<file path="src/rtl/counter_pkg.sv">
// Shared definitions for the COUNTER library: direction encodings and
// the elaboration-time parameter legality check.
package counter_pkg;

    localparam logic CNT_UP   = 1'b1;
    localparam logic CNT_DOWN = 1'b0;

    localparam int unsigned MAX_WIDTH = 16;

    // True when WIDTH, MODULUS and RESET_VAL describe a buildable counter.
    function automatic bit params_ok(input int unsigned width,
                                     input int unsigned modulus,
                                     input int unsigned reset_val);
        bit ok;
        ok = (width >= 1) && (width <= MAX_WIDTH);
        ok = ok && (modulus >= 2) && (modulus <= (32'd1 << width));
        ok = ok && (reset_val < modulus);
        return ok;
    endfunction

endpackage

</file>
<file path="src/rtl/t_ff_sync_ld.sv">
// Single-bit T flip-flop with synchronous reset to a per-bit value and a
// synchronous parallel-load path.
module t_ff_sync_ld (
    input  logic clk,
    input  logic rst,
    input  logic rst_val,
    input  logic ld,
    input  logic d,
    input  logic t,
    output logic q
);

    always_ff @(posedge clk) begin
        if (rst) begin
            q <= rst_val;
        end else if (ld) begin
            q <= d;
        end else if (t) begin
            q <= ~q;
        end
    end

endmodule

</file>
<file path="src/rtl/updown_count_mod_t_ff.sv">
// Parametrised synchronous up/down modulo counter built from T flip-flop
// cells, with parallel load, cascadable terminal count and sticky wrap flag.
module updown_count_mod_t_ff
    import counter_pkg::*;
#(
    parameter int unsigned WIDTH     = 4,
    parameter int unsigned MODULUS   = 16,
    parameter int unsigned RESET_VAL = 0
) (
    input  logic             clk,
    input  logic             rst,
    input  logic             en,
    input  logic             up_dn,
    input  logic             load,
    input  logic [WIDTH-1:0] load_val,
    input  logic             wrap_clr,
    output logic [WIDTH-1:0] q,
    output logic             tc,
    output logic             wrapped
);

    if (!params_ok(WIDTH, MODULUS, RESET_VAL)) begin : g_param_check
        $error("updown_count_mod_t_ff: illegal WIDTH/MODULUS/RESET_VAL");
    end

    localparam logic [WIDTH-1:0] MAX_Q   = WIDTH'(MODULUS - 1);
    localparam logic [WIDTH:0]   MOD_EXT = (WIDTH+1)'(MODULUS);
    localparam logic [WIDTH-1:0] RST_Q   = WIDTH'(RESET_VAL);

    logic             count_up;
    logic             at_wrap;
    logic [WIDTH-1:0] ld_data;
    logic [WIDTH-1:0] toggle;

    assign count_up = (up_dn == CNT_UP);
    assign at_wrap  = count_up ? (q == MAX_Q) : (q == '0);
    assign tc       = en & ~load & ~rst & at_wrap;

    // Out-of-range load values saturate to the top of the count range.
    assign ld_data = ({1'b0, load_val} >= MOD_EXT) ? MAX_Q : load_val;

    // Ripple-free toggle decode: a bit flips when every lower bit sits at the
    // carry/borrow value; at the wrap point the cells jump straight to target.
    always_comb begin
        logic run;
        toggle = '0;
        run    = 1'b1;
        for (int i = 0; i < WIDTH; i++) begin
            toggle[i] = run;
            run       = run & (count_up ? q[i] : ~q[i]);
        end
        if (at_wrap) begin
            toggle = q ^ (count_up ? {WIDTH{1'b0}} : MAX_Q);
        end
        if (!en) begin
            toggle = '0;
        end
    end

    for (genvar i = 0; i < WIDTH; i++) begin : g_bit
        t_ff_sync_ld u_cell (
            .clk     (clk),
            .rst     (rst),
            .rst_val (RST_Q[i]),
            .ld      (load),
            .d       (ld_data[i]),
            .t       (toggle[i]),
            .q       (q[i])
        );
    end

    // A wrap in the same cycle as a clear must win so the event is not lost.
    always_ff @(posedge clk) begin
        if (rst) begin
            wrapped <= 1'b0;
        end else if (tc) begin
            wrapped <= 1'b1;
        end else if (wrap_clr) begin
            wrapped <= 1'b0;
        end
    end

endmodule

</file>
<file path="config.mk">
export PLATFORM = sky130hd
export DESIGN_NAME = updown_count_mod_t_ff
export DESIGN_NICKNAME = d
export VERILOG_FILES = /design/src/rtl/counter_pkg.sv /design/src/rtl/t_ff_sync_ld.sv /design/src/rtl/updown_count_mod_t_ff.sv
export SDC_FILE = /design/constraint.sdc
export NUM_CORES = 1
export LEC_CHECK = 0
export CORE_AREA = 2 2 39 41
export DETAILED_ROUTE_END_ITERATION = 12
export DIE_AREA = 0 0 41 43
export PLACE_DENSITY = 0.62
export SYNTH_ARGS = -nofsm -noshare
export SYNTH_HDL_FRONTEND = slang
export SYNTH_SLANG_ARGS = --single-unit
</file>
<file path="constraint.sdc">
create_clock -name clk -period 1.4 [get_ports clk]
set_clock_uncertainty 0.15 [all_clocks]
set_input_delay 0.21 -clock clk [delete_from_list [all_inputs] [get_ports clk]]
set_output_delay 0.21 -clock clk [all_outputs]
set_load 0.05 [all_outputs]
</file>
==> run metrics <==
# setup viols final=1; ys flop type=dfxtp_1; first-pass GRT wire length=1590 um; post-synthesis register bit count=5; chip height=43 um; Fin. Hold Viols=0; pwr/cell area=779 mW/mm2; Rel. slew slack=82.8%; Final GP Congestion=0.786; leading cell types in the layout, fill and taps excluded=buf_4, clkdlybuf4s50_1, buf_12, inv_1, clkbuf_4; Max Cap Violations=0; Sw Share=31.9%; CP max-delay cell=dfxtp_4; Placed Cells=83; status=finished, violations left; Final Core Density=52.4%; # rows=14; Synth Warn #=0; unrepaired setup endpoints after global routing=true; Post-synth EDFFs=0; net switching power=180 uW; post-synthesis cell count=45; post-synthesis mux area share=2.75%; HPWL Detailed=780 um; Placed Area=687 um2; Simple-Gate Fraction of Synth Area=26.8%; post-synth top area share=27.5%; CP required=1040 ps; drt first pass iters=2; core area=0.00138 mm2; Vias=421; syn_nets=55; Sink Count=5; Post-Place Setup Slack=-456 ps; vias in the first global route=399; initial antenna violation count=0; CTS root buf=clkbuf_4; Final Slew Violations=0; port bufs=15; Flop pwr share=30.5%; Yosys cell types=25; Max VDD drop=361 uV; reg-to-reg critical path endpoint=g_bit[3].u_cell.q; gr ovfl total=0; crit end category=output port; vias per std cell=4.78; RR Startpoint=g_bit[1].u_cell.q; 1st-iter DRT viols=7; antenna cells=0; Die W=41 um; Clock power frac=30.1%; sequential fraction of the synthesis area=27.5%; largest net degree at the start of global routing=8; Worst Path Buf+Inv=1; Worst Hold Path EP=wrapped; worst-path fanout max=6; Post-Synth XOR/XNOR Area=4.81%; Arr. time, crit path=1330 ps; Adder-Cell Fraction of Synth Area=0%; CP top delay family=simple AND/OR/NAND/NOR gates; FF-to-FF path depth=3; Startpoint Class=flip-flop; Fmax=0.591 GHz; CTS tree=yes; Routed WL=963 um; Tightest Hold Check Type=in -> reg; Overall Global Routing Usage=14.1%; combinational family with the most area after synthesis=simple AND/OR/NAND/NOR gates; layout cell share with drive strength beyond 1=44.4%; hold path depth=2; Final Cell Area=726 um2; Netlist Area Pre-Place=364 um2; die area=0.00176 mm2; R2R setup slack=20 ps; Layout Nets=83; Synth area leader=dfxtp_1; critical path class=reg -> out; commonest non-fill, non-tap cell in the layout=buf_4; Worst Tran Pin Value=253 ps; post-route setup slack=-291 ps; FFs w/ async S/R, synth=0%; DRC Markers=0; # IOs=16; period utilisation layout=121%; Area contributors post-synth=dfxtp_1, a2111oi_2, buf_4; total chip power=565 uW; CTS Buf Count=3; WL per Instance=10.9 um; non-filler instance count after layout=88; Power Internal=385 uW; min-delay src=rst; remaining antenna violation count=0; syn_area_per_cell=8.09 um2; failing checks=negative setup slack; Layout area overhead=99.3%; Pleak=0.000312 uW; Logic pwr share=39.4%; CP peak stage delay=360 ps; CTS Buffer Depth=2; worst skew pair latency=240 ps; H-tree levels=1; Synth Area in Compound Gates=22.3%; Tmin final=1690 ps; Initial Util=26.3%; worst path cell trace=nor4_4 > mux2i_2 > nor2_4 > buf_12; Worst-path clk slew=50 ps
[routing by layer]
metal	vias up	global-route usage (%)	wire length, um
met5	-	0	0
met4	0	12.0	10
met3	2	4.71	42
met2	12	19.4	480
met1	189	16.4	430
li1	218	-	-
[power groups by stage]
stage	clock network [uW]	registers [uW]	logic [uW]
6_report	170	172	223
5_1_grt	189	175	237
4_1_cts	183	175	220
3_5_place_dp	0	177	221
3_3_place_gp	0	177	219
2_1_floorplan	0	177	110
[synthesized netlist by cell type (all sizes together) (2+ instances only)]
cell,n
nor2,3
inv,4
nor3,2
nand2,2
o21ai,2
nand3,2
and3,2
buf,5
nor4b,2
dfxtp,5
a2111oi,2
clkbuf,2
[worst max-delay path by stage]
stage / depth (start not counted) / to / from / slack, ps
2_1_floorplan: 3 / tc / g_bit[2].u_cell.q / 2
3_3_place_gp: 5 / tc / up_dn / -430
3_5_place_dp: 5 / tc / up_dn / -460
4_1_cts: 4 / tc / g_bit[0].u_cell.q / -320
5_1_grt: 4 / tc / g_bit[0].u_cell.q / -350
6_report: 4 / tc / g_bit[0].u_cell.q / -290
[registers in the layout, indices dropped and copies added, names as in the netlist]
register        cells
g_bit.u_cell.q      4
wrapped             1
[through the flow]
step	hold WS [ps]	TNS, ps
final	239	-291
after global routing	265	-379
after CTS	224	-317
after detailed placement	382	-1940
after global placement	372	-1890
after floorplan	178	0
[area by class of cell]
class	instances	area (um2)
multi-input cells	29	233
well taps	16	20.0
fillers	131	658
repair buffers	30	323
clock buffers	4	26.3
flip-flops and latches	5	109
inverters	4	15.0
[repair_timing]
item	4_1_cts	5_1_grt
setup buffers	0	1
pin swaps	1	1
endpoints found under the setup margin	5	4
hold buffers	0	0
resized for setup	2	3
endpoints found under the hold margin	0	0
[kinds of logic after synthesis]
family,count (synthesis)
AOI/OAI and AO/OA,9
xor gates and xnor gates,2
buffers and inverters,11
DFF,5
muxes,1
and+or+nand+nor,17
No activity file was read; power rests on OpenSTA's default activity.
